File: src/rtl/instr_sequencer.sv
// Instruction sequencer: loadable program memory that issues one word at a time and waits for done.
// Optional single-step PAUSE state is built when INSTR_SEQ_SINGLE_STEP_EN is defined.
module instr_sequencer #(
    parameter int                 ADDR_W    = 5,
    parameter int                 WIDTH     = 16,
    parameter logic [WIDTH-1:0]   HALT_WORD = 16'hFFFF
) (
    input  logic              clock,
    input  logic              resetn,
    input  logic              load_en,
    input  logic [ADDR_W-1:0] load_addr,
    input  logic [WIDTH-1:0]  load_data,
    input  logic              start,
    input  logic              done,
    input  logic              step,
    output logic [WIDTH-1:0]  iin,
    output logic              iin_valid,
    output logic [ADDR_W-1:0] pc,
    output logic              running,
    output logic              halted
);

    localparam int                DEPTH   = 2 ** ADDR_W;
    localparam logic [ADDR_W-1:0] PC_LAST = {ADDR_W{1'b1}};
    localparam logic [ADDR_W-1:0] PC_ONE  = {{(ADDR_W-1){1'b0}}, 1'b1};
    localparam logic [ADDR_W-1:0] PC_ZERO = {ADDR_W{1'b0}};

    typedef enum logic [2:0] {
        S_IDLE  = 3'd0,
        S_FETCH = 3'd1,
        S_ISSUE = 3'd2,
`ifdef INSTR_SEQ_SINGLE_STEP_EN
        S_PAUSE = 3'd4,
`endif
        S_HALT  = 3'd3
    } state_t;

    state_t            state_r;
    logic [ADDR_W-1:0] pc_r;
    logic [WIDTH-1:0]  iin_r;
    logic              iin_valid_r;
    logic              running_r;
    logic              halted_r;
    logic              done_block_r;
    logic [WIDTH-1:0]  mem_r [DEPTH];

    logic              wr_en_s;
    logic              done_acc_s;
    logic [WIDTH-1:0]  rd_word_s;

`ifdef INSTR_SEQ_SINGLE_STEP_EN
`else
    logic              unused_step_s;
    assign unused_step_s = step;
`endif

    // Write permission, edge-qualified done and the memory read port.
    always_comb begin
        wr_en_s    = load_en && ((state_r == S_IDLE) || (state_r == S_HALT));
        done_acc_s = done && !done_block_r;
        rd_word_s  = mem_r[pc_r];
    end

    // Program memory write port; contents survive reset.
    always_ff @(posedge clock) begin
        if (wr_en_s) begin
            mem_r[load_addr] <= load_data;
        end
    end

    // Sequencing FSM with registered outputs.
    always_ff @(posedge clock or negedge resetn) begin
        if (!resetn) begin
            state_r      <= S_IDLE;
            pc_r         <= PC_ZERO;
            iin_r        <= {WIDTH{1'b0}};
            iin_valid_r  <= 1'b0;
            running_r    <= 1'b0;
            halted_r     <= 1'b0;
            done_block_r <= 1'b0;
        end else begin
            // A done level is honoured once; it must drop before another is accepted.
            if (!done) begin
                done_block_r <= 1'b0;
            end else if ((state_r == S_ISSUE) && done_acc_s) begin
                done_block_r <= 1'b1;
            end else begin
                done_block_r <= done_block_r;
            end

            case (state_r)
                S_IDLE: begin
                    if (start) begin
                        state_r   <= S_FETCH;
                        pc_r      <= PC_ZERO;
                        running_r <= 1'b1;
                    end
                end
                S_FETCH: begin
                    if (rd_word_s == HALT_WORD) begin
                        state_r   <= S_HALT;
                        running_r <= 1'b0;
                        halted_r  <= 1'b1;
                    end else begin
                        iin_r       <= rd_word_s;
                        iin_valid_r <= 1'b1;
                        state_r     <= S_ISSUE;
                    end
                end
                S_ISSUE: begin
                    if (done_acc_s) begin
                        iin_valid_r <= 1'b0;
                        if (pc_r == PC_LAST) begin
                            state_r   <= S_HALT;
                            running_r <= 1'b0;
                            halted_r  <= 1'b1;
                        end else begin
                            pc_r <= pc_r + PC_ONE;
`ifdef INSTR_SEQ_SINGLE_STEP_EN
                            state_r <= S_PAUSE;
`else
                            state_r <= S_FETCH;
`endif
                        end
                    end
                end
`ifdef INSTR_SEQ_SINGLE_STEP_EN
                S_PAUSE: begin
                    if (step) begin
                        state_r <= S_FETCH;
                    end
                end
`endif
                S_HALT: begin
                    if (start) begin
                        state_r   <= S_FETCH;
                        pc_r      <= PC_ZERO;
                        running_r <= 1'b1;
                        halted_r  <= 1'b0;
                    end
                end
                default: begin
                    state_r     <= S_IDLE;
                    iin_valid_r <= 1'b0;
                    running_r   <= 1'b0;
                    halted_r    <= 1'b0;
                end
            endcase
        end
    end

    assign iin       = iin_r;
    assign iin_valid = iin_valid_r;
    assign pc        = pc_r;
    assign running   = running_r;
    assign halted    = halted_r;

endmodule

File: config.mk
export PLATFORM = sky130hd
export DESIGN_NAME = instr_sequencer
export DESIGN_NICKNAME = d
export VERILOG_FILES = /design/src/rtl/instr_sequencer.sv
export SDC_FILE = /design/constraint.sdc
export NUM_CORES = 1
export LEC_CHECK = 0
export CELL_PAD_IN_SITES_DETAIL_PLACEMENT = 1
export CELL_PAD_IN_SITES_GLOBAL_PLACEMENT = 1
export CORE_UTILIZATION = 42
export DETAILED_ROUTE_END_ITERATION = 6
export GPL_TIMING_DRIVEN = 1
export PLACE_DENSITY_LB_ADDON = 0.1
export SLEW_MARGIN = 20
export SYNTH_ARGS = -nofsm -noshare
export SYNTH_HDL_FRONTEND = slang
export SYNTH_SLANG_ARGS = --single-unit
File: constraint.sdc
create_clock -name clock -period 3.3 [get_ports clock]
set_clock_uncertainty 0.2 [all_clocks]
set_input_delay 0.825 -clock clock [delete_from_list [all_inputs] [get_ports clock]]
set_output_delay 0.825 -clock clock [all_outputs]
set_load 0.01 [all_outputs]
Yosys cells after proc, flatten, opt, wreduce, memory -nomap -nowiden

Memories as Yosys holds them, arrays and structs flattened.
Index checks and enable logic that the tools add are counted.
W data, S select, Z words.

Flip-flop bits (word level): 28
Memory bits (writable): 512
Bits of input ports: 27
Output and inout port bits: 24
Word-level logic and storage cells: 65
Memories: 1

Memories:

| memory | words | width | read ports | clocked after memory_dff | wr ports | RTL line | source |
|---|---|---|---|---|---|---|---|
| mem_r  | 32    | 16    | 1          | 0                        | 1        | 45       | `logic [WIDTH-1:0] mem_r [DEPTH];` |

Add/subtract/negate cells: 1
Equal/unequal tests: 13
Mux-type cells: 26
Bitwise operators: 3
Reduce and logical (&&, ||, !) cells: 14

Operators with widths:

| operator               | count |
|---|---|
| $eq A16 B16 Y1 const B | 1 |
| $mux W1                | 15 |
| $mux W5                | 3 |
| $ne A2 B2 Y1 const B   | 5 |
| $pmux W5 S2            | 1 |
| $pmux W3 S3            | 1 |
| $reduce_and A4 Y1      | 2 |
| $eq A3 B2 Y1 const B   | 2 |
| $mux W3                | 2 |
| $ne A2 B1 Y1 const B   | 3 |
| $pmux W1 S3            | 2 |
| $add A5 B1 Y5 const B  | 1 |
| $eq A5 B5 Y1 const B   | 1 |
| $reduce_and A5 Y1      | 1 |
| $pmux W1 S4            | 1 |
| $reduce_and A2 Y1      | 2 |
| $eq A3 B1 Y1 const B   | 1 |
| $logic_and A1 B1 Y1    | 3 |
| $logic_not A3 Y1       | 1 |
| $not A1 Y1             | 3 |
| $reduce_and A3 Y1      | 1 |
| $mux W2                | 1 |
| $reduce_bool A2 Y1     | 1 |
| $reduce_or A2 Y1       | 1 |
| 2 further kinds        | 2 |

Depth between registers and ports, before layout

Gate-level depths: netlist of run 1.

Word-level depth: 5
Mapped depth: 13
Gate-level depth less buffers: 8

Least setup slack after synthesis of run 1

OpenSTA, ideal clock, no wires.

Path kind: register to register
Start point: register state_r[0]
End point: memory mem_r[13][0], enable pin
Library setup time: 388 ps
Arrival time: 2303 ps
Data required time: 2712 ps
Path slack: 409 ps
Cell stages (with the launch flop): 7
Buffers on the path: 1
Clock period less this slack: 2891 ps
Cells stage by stage: dfrtp_1 -> inv_1 -> ha_1 -> nand2b_1 -> or3b_2 -> clkbuf_1 -> nor2_1

Word-level cells in the longest chain between the ends: 5
Elaborated cells between the ends (all ways): 6
Those cells by class: eq/ne: 1; mux: 2; reduce/logical: 3

Ends and longest elaborated chain:

| item                                                    | RTL line | source |
|---|---|---|
| from (decl)                                             | 38       | `state_t state_r;` |
| from (signal assigned)                                  | 74       | `state_r <= S_IDLE;` |
| from (signal assigned)                                  | 94       | `state_r <= S_FETCH;` |
| from (signal assigned)                                  | 101      | `state_r <= S_HALT;` |
| $eq A3 B2 Y1 / $logic_not A3 Y1 (equally long branches) | 59       | `wr_en_s = load_en && ((state_r == S_IDLE) \|\| (state_r == S_HALT));` |
| $logic_or A1 B1 Y1 *                                    | 59       |  |
| $logic_and A1 B1 Y1 *                                   | 59       |  |
| $mux W1 *                                               | 66       | `if (wr_en_s) begin` |
| $mux W1 (implied by the code) *                         | 67       | `mem_r[load_addr] <= load_data;` |
| to (decl)                                               | 45       |  |

Every way passes the cells marked *; elsewhere a longest branch is shown, timed or not.

Worst setup path in the final report of run 1

Start point: register pc_r[0], in the netlist pc[0]
End point: register halted_r, in the netlist halted

Word-level cells in the longest chain between the ends: 4
Elaborated cells between the ends (all ways): 6
Those cells by class: eq/ne: 4; reduce/logical: 1; memory: 1

Ends and longest elaborated chain:

| item                                 | RTL line | source |
|---|---|---|
| from (decl)                          | 39       | `logic [ADDR_W-1:0] pc_r;` |
| from (signal assigned)               | 118      | `pc_r <= pc_r + PC_ONE;` |
| $mem_v2 Z32 W16                      | n/a      |  |
| $eq A16 B16 Y1                       | 100      | `if (rd_word_s == HALT_WORD) begin` |
| $ne A2 B2 Y1 (no source line)        | n/a      |  |
| $reduce_and A5 Y1 (no source line) * | n/a      |  |
| to (signal assigned)                 | 79       | `halted_r <= 1'b0;` |
| to (signal assigned)                 | 103      | `halted_r <= 1'b1;` |
| to (signal assigned)                 | 116      | `halted_r <= 1'b1;` |
| to (decl)                            | 43       | `logic halted_r;` |

Marked as above.
A chain may end at the register's enable or synchronous reset.

==> out/summary.txt, run 1 <==
Critical Setup Path Class = flip-flop to flip-flop
Type of destination of the critical path = flip-flop
Residual DRC count = 0
Synthesis-to-finish area growth = 19.6%
Biggest area contributors in the synthesized netlist = sky130_fd_sc_hd__edfxtp_1 73%, sky130_fd_sc_hd__mux4_2 10%, sky130_fd_sc_hd__dfrtp_1 3.2%
Hold Vio Cnt, Final = 0
Library cell used as clock root buffer = sky130_fd_sc_hd__clkbuf_16
Pin count of the biggest net entering global routing = 40
Area of the die = 0.0507 mm²
Clock transition time at the flip-flop clock pins of the worst setup and hold paths = 0.06 ns
Top cell type's share of synthesized area = 0.734
GR peak layer = met2
Maximum clock insertion buffer count = 3
Worst Max-Slew Pin Slew = 0.503 ns
Number of nets in the synthesized netlist = 1,045
Worst skew pair latency = 0.60 ns
Highest fanout seen on the critical path = 30
Post-route antenna net violation count = 0
FMAX = 0.313 GHz
GRT Total Usage = 0.214
Number of storage elements in the synthesis netlist = 539
Post-detailed-routing wire length = 52.8 mm
CP Data Required Time = 3.58 ns
Kind of launch point of the worst setup path = flip-flop
Post-Synthesis Cell Area = 0.0209 mm²
Number of clock buffers inserted by TritonCTS = 56
Post-synth EDFFs = 512
Via count = 10,572
# nets final = 1,240
Met1 Track Usage GR = 0.300
Setup TNS Final = 0 ns
Unrepaired setup endpoints after global routing = false
Sum of net half-perimeters after detailed placement = 32.1 mm
Type of the worst min-delay path = primary input to async pin
Library cell contributing the largest single delay on the critical path = sky130_fd_sc_hd__mux4_2
Cells after Synth = 1,011
Combinational share of power = 0.234
CTS Sinks = 539
Headroom to the max-slew limit = 0.663
Clock tree from TritonCTS = done
Weighted congestion reported at the end of routability-driven placement = 0.759
Initial antenna violation count = 0
Net switching power = 4810 µW
Data arrival time of the critical path = 3.48 ns
Fraction of final layout cells sized beyond drive strength 1 = 0.280
Top-Level Pins = 51
Number of detailed-route iterations in the first pass = 5
Placeable core region = 0.0491 mm²
Site row count = 81
PortBufs = 49
Worst vdd ir = 0.345 mV
Synth unique cells = 43
Number of global-route vias before repair = 10,892
Final period util = 0.969
Initial Util = 0.427
Height of the die = 225 µm
Total design power = 17,800 µW
Post-Syn Area per Cell = 20.7 µm²
Fraction of power spent switching nets = 0.271
Sequential fraction of the synthesis area = 0.767
Max H-tree Level = 2
Detailed-route vias per instance = 5.53
Run status = completed
Worst path max stage delay = 0.51 ns
Cts-stage hold buffer count = 0
Proportion of register bits with asynchronous set or reset after synthesis = 0.0501
Yosys warnings = 0
Ordered cell list for the critical path = buf_12 > buf_4 > mux4_2 > a21oi_1 > a22o_1 > nor4_2 > a41o_1 > nand4_2 > mux2_4
First-pass GRT wire length = 76.3 mm
Die width = 225 µm
Count of pins over their slew limit = 0
GR met2 Demand/Resource = 0.350
Setup violation total in the final timing report = 0
Global-route track usage on met3 = 0.0295
Cell area power density = 709 mW/mm²
Number of filler instances in the final layout = 4,462
GR Overflow Total = 0
Worst hold margin = 0.274 ns
Final critical-path required period = 3.20 ns
Top_reg_cell synth = sky130_fd_sc_hd__edfxtp_1
Largest area contributor in the synthesized netlist = sky130_fd_sc_hd__edfxtp_1
Max-cap viol count = 0
Leakage Power = 0.00809 µW
Starting DRT DRC Count = 837
Reg power frac = 0.444
Cell-internal power = 12,900 µW
Wire per inst = 27.6 µm
Relative contribution of the clock network to total power = 0.323
## critical path: cells and delay by family (launching register included)
kind | cells | cell delay (ns)
DFF | 1 | 0.50
buffers and inverters | 2 | 0.48
muxes | 2 | 0.80
AOI/OAI and AO/OA | 3 | 0.88
and+or+nand+nor | 2 | 0.18
## cells in the mapped netlist, types with 5 or more instances
cell,number
sky130_fd_sc_hd__nor2_1,37
sky130_fd_sc_hd__mux4_2,96
sky130_fd_sc_hd__a21oi_1,17
sky130_fd_sc_hd__buf_4,5
sky130_fd_sc_hd__nand2_1,28
sky130_fd_sc_hd__buf_2,24
sky130_fd_sc_hd__clkbuf_1,9
sky130_fd_sc_hd__a211oi_1,16
sky130_fd_sc_hd__mux2i_1,64
sky130_fd_sc_hd__a22o_1,16
sky130_fd_sc_hd__buf_12,6
sky130_fd_sc_hd__a22oi_1,32
sky130_fd_sc_hd__o21ai_0,23
sky130_fd_sc_hd__o22ai_1,16
sky130_fd_sc_hd__inv_1,5
sky130_fd_sc_hd__dfrtp_1,27
sky130_fd_sc_hd__edfxtp_1,512
sky130_fd_sc_hd__o221ai_1,16
sky130_fd_sc_hd__nand3_1,6
sky130_fd_sc_hd__buf_6,9
sky130_fd_sc_hd__ha_1,7
## per-layer routing
| metal | part of all wire | vias up |
|---|---|---|
| li1 | - | 4604 |
| met1 | 0.44 | 5640 |
| met2 | 0.49 | 262 |
| met3 | 0.045 | 66 |
| met4 | 0.022 | 0 |
| met5 | 0 | - |
## cell type report
| type | count | area [µm²] | share of cell area |
|---|---|---|---|
| antenna | 1 | 2.50 | 0.0000999 |
| clock inverter | 24 | 111 | 0.00445 |
| tap | 664 | 831 | 0.0332 |
| multi-input combinational | 409 | 4460 | 0.178 |
| clock buffer | 76 | 1530 | 0.0610 |
| sequential | 539 | 16100 | 0.641 |
| timing repair buffer | 195 | 2040 | 0.0813 |
| inverter | 5 | 18.8 | 0.000749 |
## worst paths after layout
kind,startpoint,to,slack (ns),cells after the start
hold reg to reg,iin[5],iin[5],0.28,2
max in group asynchronous,resetn,pc[2],2.01,2
setup reg to reg,pc[0],halted,0.10,9
setup / recovery,pc[0],halted,0.10,9
min in group clock,iin[5],iin[5],0.28,2
hold / removal,resetn,pc[0],0.27,1
## repair_timing
item                                    4_1_cts  5_1_grt
pin swaps                                     0        1
endpoints found under the setup margin       12       17
setup buffers                                 0        1
gates resized for setup                       1        5
## layout by cell type, fill, tap and decap left out, types with 3 or more instances in the layout
master                              n
sky130_fd_sc_hd__a22oi_1           32
sky130_fd_sc_hd__nand3b_1           4
sky130_fd_sc_hd__or3b_2             3
sky130_fd_sc_hd__nand3_1            6
sky130_fd_sc_hd__buf_12            34
sky130_fd_sc_hd__nor2_1            24
sky130_fd_sc_hd__clkinv_1           9
sky130_fd_sc_hd__dfrtp_4            3
sky130_fd_sc_hd__a21oi_1           17
sky130_fd_sc_hd__edfxtp_1         512
sky130_fd_sc_hd__a211oi_1          15
sky130_fd_sc_hd__clkbuf_16         57
sky130_fd_sc_hd__o21ai_0           23
sky130_fd_sc_hd__a31oi_1            3
sky130_fd_sc_hd__inv_1              5
sky130_fd_sc_hd__clkbuf_8           3
sky130_fd_sc_hd__mux4_2            96
sky130_fd_sc_hd__o221ai_1          15
sky130_fd_sc_hd__buf_4            110
sky130_fd_sc_hd__a22o_1            15
sky130_fd_sc_hd__o22ai_1           16
sky130_fd_sc_hd__nor2_2            14
sky130_fd_sc_hd__mux2i_1           64
sky130_fd_sc_hd__dfrtp_1           24
sky130_fd_sc_hd__clkdlybuf4s50_1   49
sky130_fd_sc_hd__clkbuf_1          16
sky130_fd_sc_hd__nand2b_1           3
sky130_fd_sc_hd__ha_1               7
sky130_fd_sc_hd__nand2_1           28
sky130_fd_sc_hd__clkinv_2          14
sky130_fd_sc_hd__nor4_2             3
## cell families (layout without fill, tap and decap cells)
logic type	after synthesis	after routing	synth area share
buffers and inverters	63	300	0.0233
AOI/OAI and AO/OA	143	143	0.0475
adders and majority gates	7	7	0.00418
and+or+nand+nor	97	97	0.0232
muxes	162	162	0.135
DFF	539	539	0.767
other	0	1	0
## state kept, by name, indices dropped and copies added, names as in the netlist
signal and cells:
mem_r 512, iin 16, pc 5, state_r 2
done_block_r 1, halted 1, iin_valid 1, running 1
## stage by stage
stage                     cell area (µm²)   util  std cells  setup WS [ns]
after global placement              23400  0.476       1811         0.0817
after CTS                           25000  0.510       1911        0.00864
after floorplan                     20900      -       1011          0.409
final                               25000  0.511       1913          0.102
after global routing                25000  0.511       1912        0.00118
after detailed placement            23400  0.476       1811       -0.00240
## power by group through the flow
stage	logic, µW	clock network [µW]	registers [µW]
after floorplan	2440	0	8020
after global placement	4110	0	8010
after detailed placement	4150	0	8020
after CTS	4180	5870	7880
after global routing	4440	6100	7900
final	4150	5730	7880
(Power assumes the default switching activity.)
==> inputs of run 2 (changes only) <==
--- a/config.mk
+++ b/config.mk
@@ -10,6 +10,7 @@
 export CORE_UTILIZATION = 42
 export DETAILED_ROUTE_END_ITERATION = 6
 export GPL_TIMING_DRIVEN = 1
+export HOLD_SLACK_MARGIN = 0.15
 export PLACE_DENSITY_LB_ADDON = 0.1
 export SLEW_MARGIN = 20
 export SYNTH_ARGS = -nofsm -noshare
==> results of run 2 <==
No change in the layout: final DEF, timing and power equal those of run 1.
